===== src/rtl/fifo_vector_reader.sv =====
// fifo_vector_reader: drains an FWFT FIFO and packs VECTOR_LEN elements (lane 0 = first popped) into one vector.
// Latency: out_valid rises on the edge capturing the last element; each handoff costs one non-popping cycle.
// Backpressure: no pops while a vector is held (out_valid & ~out_ready); FIFO_READER_FLUSH_EN adds a flush port.
module fifo_vector_reader #(
    parameter int DATA_WIDTH  = 32,
    parameter int VECTOR_LEN  = 4,
    parameter int COUNT_WIDTH = 16
) (
    input  logic                             clk,
    input  logic                             reset,
    input  logic                             fifo_empty,
    input  logic [DATA_WIDTH-1:0]            fifo_r_data,
    output logic                             fifo_rd,
    output logic                             out_valid,
    input  logic                             out_ready,
    output logic [DATA_WIDTH*VECTOR_LEN-1:0] out_data,
    output logic [COUNT_WIDTH-1:0]           vec_count
`ifdef FIFO_READER_FLUSH_EN
    ,
    input  logic                             flush
`endif
);

    localparam int IDX_W = (VECTOR_LEN > 1) ? $clog2(VECTOR_LEN) : 1;
    localparam logic [IDX_W-1:0] LAST_IDX = IDX_W'(VECTOR_LEN - 1);

    typedef enum logic {
        FILL = 1'b0,
        HOLD = 1'b1
    } state_t;

    state_t           state, state_nxt;
    logic [IDX_W-1:0] idx, idx_nxt;
    logic             flush_req;
    logic             pop;
    logic             handoff;

`ifdef FIFO_READER_FLUSH_EN
    assign flush_req = flush;
`else
    assign flush_req = 1'b0;
`endif

    // Flush outranks both a pop and a handoff in the same cycle.
    always_comb begin
        state_nxt = state;
        idx_nxt   = idx;
        fifo_rd   = 1'b0;
        pop       = 1'b0;
        handoff   = 1'b0;
        if (flush_req) begin
            state_nxt = FILL;
            idx_nxt   = '0;
        end else if (state == FILL) begin
            fifo_rd = ~fifo_empty;
            pop     = ~fifo_empty;
            if (!fifo_empty) begin
                if (idx == LAST_IDX) begin
                    idx_nxt   = '0;
                    state_nxt = HOLD;
                end else begin
                    idx_nxt = idx + IDX_W'(1);
                end
            end
        end else begin
            if (out_ready) begin
                handoff   = 1'b1;
                state_nxt = FILL;
            end
        end
    end

    always_ff @(posedge clk) begin
        if (reset) begin
            state     <= FILL;
            idx       <= '0;
            out_data  <= '0;
            vec_count <= '0;
        end else begin
            state <= state_nxt;
            idx   <= idx_nxt;
            for (int k = 0; k < VECTOR_LEN; k++) begin
                if (pop && (idx == IDX_W'(k))) begin
                    out_data[k*DATA_WIDTH +: DATA_WIDTH] <= fifo_r_data;
                end
            end
            if (handoff) begin
                vec_count <= vec_count + COUNT_WIDTH'(1);
            end
        end
    end

    assign out_valid = (state == HOLD);

endmodule

===== config.mk =====
export PLATFORM = sky130hd
export DESIGN_NAME = fifo_vector_reader
export DESIGN_NICKNAME = d
export VERILOG_FILES = /design/src/rtl/fifo_vector_reader.sv
export SDC_FILE = /design/constraint.sdc
export NUM_CORES = 1
export LEC_CHECK = 0
export ABC_AREA = 1
export CAP_MARGIN = 20
export CORE_MARGIN = 2
export CORE_UTILIZATION = 31
export CTS_CLUSTER_DIAMETER = 120
export DETAILED_ROUTE_END_ITERATION = 6
export GPL_ROUTABILITY_DRIVEN = 0
export PLACE_DENSITY = 0.69
export SYNTH_ARGS = -nofsm -noshare
export SYNTH_HDL_FRONTEND = slang
export SYNTH_SLANG_ARGS = --single-unit

===== constraint.sdc =====
create_clock -name clk -period 1.94 [get_ports clk]
set_clock_uncertainty 0.2 [all_clocks]
set_input_delay 0.388 -clock clk [delete_from_list [all_inputs] [get_ports clk]]
set_output_delay 0.388 -clock clk [all_outputs]
set_load 0.02 [all_outputs]

---- Word level (Yosys, flattened, before mapping) ----
Cells that the tools add are included.
storage, ports and cells
  bits of input ports ..................... 36
  output and inout bits ................... 146
  logic and storage cells ................. 28
  bits in registers ....................... 147
operators by class
  multiplexer cells ....................... 8
  bitwise logic cells ..................... 2
  $add $sub $neg .......................... 2
  reductions and logical operators ........ 6
  equality and inequality tests ........... 3
operator list
  kind                                                             count
  16-bit by 1-bit adder with 16-bit output, second input constant  1
  1-bit two-way mux                                                7
  2-bit == test, second input constant                             2
  1-bit logical AND                                                4
  2-bit by 1-bit adder with 2-bit output, second input constant    1
  2-bit by 1-bit == test with 1-bit output, second input constant  1
  2-bit logical NOT                                                1
  2-bit two-way mux                                                1
  1-bit NOT                                                        2
  2-bit AND reduction                                              1

---- Longest topological paths before layout ----
Gate-level depths: netlist of the first run.
  word-level depth ........................ 4
  mapped depth ............................ 8
  mapped depth without buffers ............ 8

---- Worst setup path after synthesis of the first run ----
No wires, ideal clock.
  kind .................................... register to register
  start point ............................. register vec_count[1]
  end point ............................... register vec_count[12]
  buffers on the path ..................... 0
  period minus slack after synthesis ...... 1,604 ps
  cell stages (with the launch flop) ...... 7
  setup time .............................. 113 ps
  arrival time ............................ 1,291 ps
  slack ................................... 336 ps
  data required time ...................... 1,627 ps
  cell sequence ........................... dfxtp_1 ha_1 nand3_1 nor3_4 nand3_1 nor2_1 nor2_1
between the ends
  cells in the longest elaborated chain, start to end .. 1
RTL lines
  item                                      line  text
  start: declaration                        17    output logic [COUNT_WIDTH-1:0] vec_count
  start signal: assignment                  88    vec_count <= vec_count + COUNT_WIDTH'(1);
  16-bit by 1-bit adder with 16-bit output  88
Every way passes these cells.
A chain may end at the register's enable or synchronous reset.

---- Worst setup path in the final report of the first run ----
  start point ............................. input fifo_empty
  end point ............................... output fifo_rd
between the ends
  cells in the longest elaborated chain, start to end .. 2
RTL lines
  item                        line  text
  start: declaration          11    input logic fifo_empty,
  1-bit NOT (no source line)  --
  1-bit two-way mux           54    end else if (state == FILL) begin
  end: declaration            13    output logic fifo_rd,
Every way passes these cells.

==> flow_summary.toml, run 1 <==
[outcome]
status = "completed"

[floorplanning]
core-area_um2 = 16700
num_rows = 47
die_w_um = 135.1
ioPinCount = 182
initial_core_util_pct = 31.92
dieArea_um2 = 18260
die_h_um = 135.1

[global_routing]
grt_max_degree = 60
grt_pass1_wl_um = 24240
antenna_found_initial = 0
grt_pass1_vias = 4445
grt.total_usage_pct = 17.21
globalRouteOverflowTotal = 0

[sta]
setup-violations-final = 0
rsz0062_at_grt = "no"
tightestPinTransition_ns = 0.2993
relSlewSlack_pct = 80.05
finalHoldViolations = 0
period_share_pct = 94.67
hold_slack_ns = 0.2711
slew_violations = 0
max_clock_freq_mhz = 544.5
finalCriticalPeriod_ns = 1.837

[cells_and_area]
nNetsFinal = 918
fin_util_pct = 47.78
syn2layout_area_growth_pct = 49.68
n_antenna_cell = 0
fin_area_um2 = 7980
instances_no_fill = 1110
drive_above_1_share_pct = 6.180

[detailed_routing]
drc_errors = 0
drtPass1Iterations = 4
detail-route-antenna-nets = 0
drt_wl_total_um = 15910
drtIter0Drc = 263
vias = 5013
viasPerCell = 4.516
wire_per_inst_um = 14.34

[clock_tree]
cts_sinks = 147
htree_num_levels = 4
clock_latency_ns = 0.41
cts_tree = "built"
clockBufferDepth = 2
clock-root-buffer = "clkbuf_16"
post_cts_buffers = 0
cts_hold_buffers = 0
numCtsBuffers = 17
cts_resized = 146
clk_pin_slew_worst_paths_ns = 0.06

[synth]
synth.area.top_cells = "dfxtp_1, nor2_1, o21ai_0"
ys_seq_elements = 147
synth_cells = 695
synth_edf_count = 0
synth_ff_type = "dfxtp_1"
synth.largest_area_cell = "dfxtp_1"
syn-mean-instance-area_um2 = 7.671
yosysWarnings = 0
yosysMostFrequentCell = "nor2_1"
synthTopCellsByCount = "nor2_1, dfxtp_1, o21ai_0"
synth_top_area_share_pct = 55.20
synthDistinctLibCells = 22
synth_nets = 736
syn-cell-area_um2 = 5331
synth-async-reset-ratio_pct = 0
ys_seq_area_share_pct = 55.20

[setup_path]
critical_path_class = "input pin to output port"
cpPeakStageDelay_ns = 0.44
end_kind = "output port"
path_delay_family = "buffers and inverters"
cp_cell_sequence = "clkdlybuf4s50_1, nor2_4, dlygate4sd2_1"
crit_path_top_delay_cell = "clkdlybuf4s50_1"
startpoint = "fifo_empty"
r2r-start = "vec_count[1]"
crit_buf_inv = 2
worstPathArrival_ns = 1.25
cp_max_fo = 2
required_ns = 1.35
cp-start-kind = "input pin"

[placement]
dp_cells = 1078
placed_cell_area_um2 = 7496
dpl.hpwl_um = 10670
io_buffers = 181

[power]
power_density_nw_per_um2 = 1006
power_leakage_nw = 3.756
peakVddDrop_uv = 584.6

[worst_hold_path]
hp-start = "out_data[49]"
hp-class = "register to register"

[job]
maxCapViolations = 0
cells in the final DEF, fill, tap and decap left out:
cell type and count:
o21a_1 1, clkinv_2 3, clkbuf_8 2, inv_1 24
nor2_2 1, clkbuf_1 4, nor2_1 275, and3_1 1
nand4_1 2, ha_1 5, clkdlybuf4s50_1 35, nor2_4 1
inv_2 1, nor3_1 3, nand2_1 34, nand2_2 1
inv_6 1, buf_12 9, dfxtp_1 147, a21oi_1 12
buf_4 12, o21bai_1 1, o21ai_0 136, bufinv_16 6
nand3_1 9, nor3_4 1, dlygate4sd2_1 146, clkbuf_16 17
report_power, final:
part | internal [W] | switching (W) | leakage (nW) | total, W
Combinational | 0.000403 | 0.000630 | 2.23 | 0.00103
Clock | 0.00248 | 0.00124 | 0.326 | 0.00372
Sequential | 0.00319 | 0.0000806 | 1.20 | 0.00327
Total | 0.00608 | 0.00195 | 3.76 | 0.00803
sequential cells by signal, indices dropped and copies added, names as in the netlist:
signal / cells
idx: 2
out_data: 128
out_valid: 1
vec_count: 16
kinds of logic (layout without fill, tap and decap cells):
family | Yosys count | count (layout) | share of synthesized area, %
AND/OR/NAND/NOR | 328 | 328 | 23.99
AO/OA/AOI/OAI | 150 | 150 | 14.18
flip-flops | 147 | 147 | 55.20
buffers and inverters | 65 | 260 | 5.468
adder cells (fa/ha/maj) | 5 | 5 | 1.173
worst paths after layout:
path	to	slack, ns	cells after the start
max	fifo_rd	0.10	3
min	out_data[49]	0.27	2
max reg2reg	vec_count[12]	0.32	7
min reg2reg	out_data[49]	0.27	2
worst min-delay path, delay by kind of cell (launching register included):
family	cells	cell delay, ns
flip-flops	1	0.32
AND/OR/NAND/NOR	2	0.12
routing by layer:
| layer | global-route usage (%) | part of all wire (%) | vias to the layer above |
|---|---|---|---|
| met1 | 22.00 | 46 | 2296 |
| met3 | 5.724 | 6.7 | 8 |
| met4 | 4.340 | 0.71 | 0 |
| met5 | 0 | 0 | - |
| li1 | - | - | 2587 |
| met2 | 28.12 | 47 | 122 |
area by class of cell:
| class | count | area [µm²] |
|---|---|---|
| Multi-Input combinational cell | 483 | 2097 |
| Tap cell | 220 | 275.3 |
| Fill cell | 1730 | 8721 |
| Sequential cell | 147 | 2943 |
| Clock inverter | 9 | 198.9 |
| Timing Repair Buffer | 202 | 1899 |
| Clock buffer | 23 | 467.9 |
| Inverter | 26 | 98.84 |
per-stage QoR:
| step | TNS [ns] | total power (W) | setup WS, ns |
|---|---|---|---|
| floorplan | 0 | 0.003913 | 0.3363 |
| global placement | -0.6509 | 0.004490 | -0.1805 |
| detailed placement | -0.9535 | 0.004503 | -0.1718 |
| CTS | 0 | 0.008128 | 0.09329 |
| global route | 0 | 0.008355 | 0.06217 |
| finish | 0 | 0.008030 | 0.1034 |
Power figures use the tool's default switching activity.
==> inputs of run 2 (changes only) <==
CORE_UTILIZATION = 30   (was 31)
GPL_TIMING_DRIVEN = 0   (was default)
HOLD_SLACK_MARGIN = 0.08   (was default)
PLACE_DENSITY = 0.68   (was 0.69)
==> flow_summary.toml, run 2 (same netlist as run 1, synthesis figures left out) <==
[sta]
relSlewSlack_pct = 66.04
period_share_pct = 97.91
hold_slack_ns = 0.2721
tightestPinTransition_ns = 0.5095
setup-violations-final = 0
finalCriticalPeriod_ns = 1.899
max_clock_freq_mhz = 526.5
rsz0062_at_grt = "yes"
finalHoldViolations = 0
slew_violations = 0

[cells_and_area]
fin_area_um2 = 7870
final-seq-area_um2 = 2943
layout_common_cells = "nor2_1, dfxtp_1, dlygate4sd2_1"
largestRegisters = "out_data x128, vec_count x16, idx x2"
multi_input_area_um2 = 2100
layout.cells.most_common = "nor2_1"
nNetsFinal = 936
syn2layout_area_growth_pct = 47.62
nFillCells = 1828
largest_reg_flops = 128
max_flop_register = "out_data"
drive_above_1_share_pct = 6.718
instances_no_fill = 1133
n_antenna_cell = 0

[power]
seqPwrFrac_pct = 42.6
p_sw_w = 0.002010
peakVddDrop_uv = 596.9
sw_frac_of_total_pct = 26.17
share_comb_of_total_power_pct = 13.3
p_int_w = 0.005669
power_density_nw_per_um2 = 975.7
power_leakage_nw = 3.714
power_frac_clock_pct = 44.0

[clock_tree]
cts_hold_buffers = 0
htree_num_levels = 4
cts_tree = "built"
clockBufferDepth = 2
numCtsBuffers = 17
clock-root-buffer = "clkbuf_16"
clk_pin_slew_worst_paths_ns = 0.06
clock_latency_ns = 0.42
cts_sinks = 147

[global_routing]
grt_pass1_wl_um = 25240
antenna_found_initial = 0
globalRouteOverflowTotal = 0
grt_max_degree = 17
grt.total_usage_pct = 17.95
grt_pass1_vias = 4579

[worst_hold_path]
hp-class = "register to register"
hp-start = "out_data[79]"
holdPathStages = 2

[floorplanning]
die_w_um = 137.3
core-area_um2 = 17360
ioPinCount = 182
initial_core_util_pct = 30.72
die_h_um = 137.3
dieArea_um2 = 18850
num_rows = 48

[detailed_routing]
dr_wl_met3_um = 1118
maxUsedRoutingLayer = "met4"
drtPass1Iterations = 4
vias = 5155
drc_errors = 0
viasPerCell = 4.550
wire_per_inst_um = 14.81
drt_wl_total_um = 16780
drtIter0Drc = 216
dr_wl_met2_um = 7646
wl_met1_um = 7612
detail-route-antenna-nets = 0

[setup_path]
required_ns = 1.35
r2r-start = "idx[0]"
cp_max_fo = 6
worstPathArrival_ns = 1.31
rrSetupSlack_ns = 0.20
rr_endpoint = "out_data[84]"
critical_path_class = "register to output port"
cp-start-kind = "register"
startpoint = "out_valid"
endpoint = "fifo_rd"
end_kind = "output port"
rr_worst_depth = 6

[job]
maxCapViolations = 0

[placement]
dpl.hpwl_um = 12260
placed_cell_area_um2 = 7425
dp_cells = 1101
io_buffers = 181

[outcome]
status = "completed"
==> run 2: routing by layer <==
layer | up-vias | global-route usage (%)
met5 | - | 0
met2 | 154 | 28.36
met4 | 0 | 7.446
li1 | 2623 | -
met1 | 2352 | 22.91
met3 | 26 | 5.224
==> run 2: worst min path at each step <==
stage / to
2_1_floorplan: out_valid
3_3_place_gp: out_data[38]
3_5_place_dp: out_data[94]
4_1_cts: out_data[94]
5_1_grt: out_data[43]
6_report: out_data[79]
==> run 2: area by class of cell <==
cell class / count / area share (%)
plain buffers: 39 / 2.591
clock buffers: 20 / 5.803
clock inverters: 12 / 1.971
inverters: 26 / 1.256
multi-input cells: 483 / 26.68
flip-flops and latches: 147 / 37.39
well taps: 225 / 3.577
repair buffers: 181 / 20.73
==> run 2: what timing repair did <==
action	4_1_cts	5_1_grt
setup buffers	0	0
resized for setup	149	18
endpoints found under the setup margin	174	63
==> run 2: power groups by stage <==
stage	registers [W]	logic, W	clock network, W
finish	0.00327	0.00102	0.00338
global route	0.00329	0.00113	0.00359
CTS	0.00328	0.00103	0.00346
detailed placement	0.00335	0.00114	0
global placement	0.00334	0.00113	0
floorplan	0.00354	0.000368	0
==> run 2: worst max-delay path, cell delays in order (launching register included) <==
cell	delay, ns
dfxtp_1	0.38
nor2_4	0.22
clkdlybuf4s15_2	0.29
==> run 2: through the flow <==
| step | setup WS [ns] | setup TNS (ns) | total power, W | utilization [%] |
|---|---|---|---|---|
| after floorplan | 0.3363 | 0 | 0.003913 | - |
| after global placement | -0.5026 | -40.37 | 0.004478 | 42.78 |
| after detailed placement | -0.5238 | -42.11 | 0.004492 | 42.78 |
| after CTS | 0.004052 | 0 | 0.007768 | 45.27 |
| after global routing | -0.01129 | -0.01129 | 0.008015 | 45.34 |
| final | 0.04056 | 0 | 0.007679 | 45.34 |
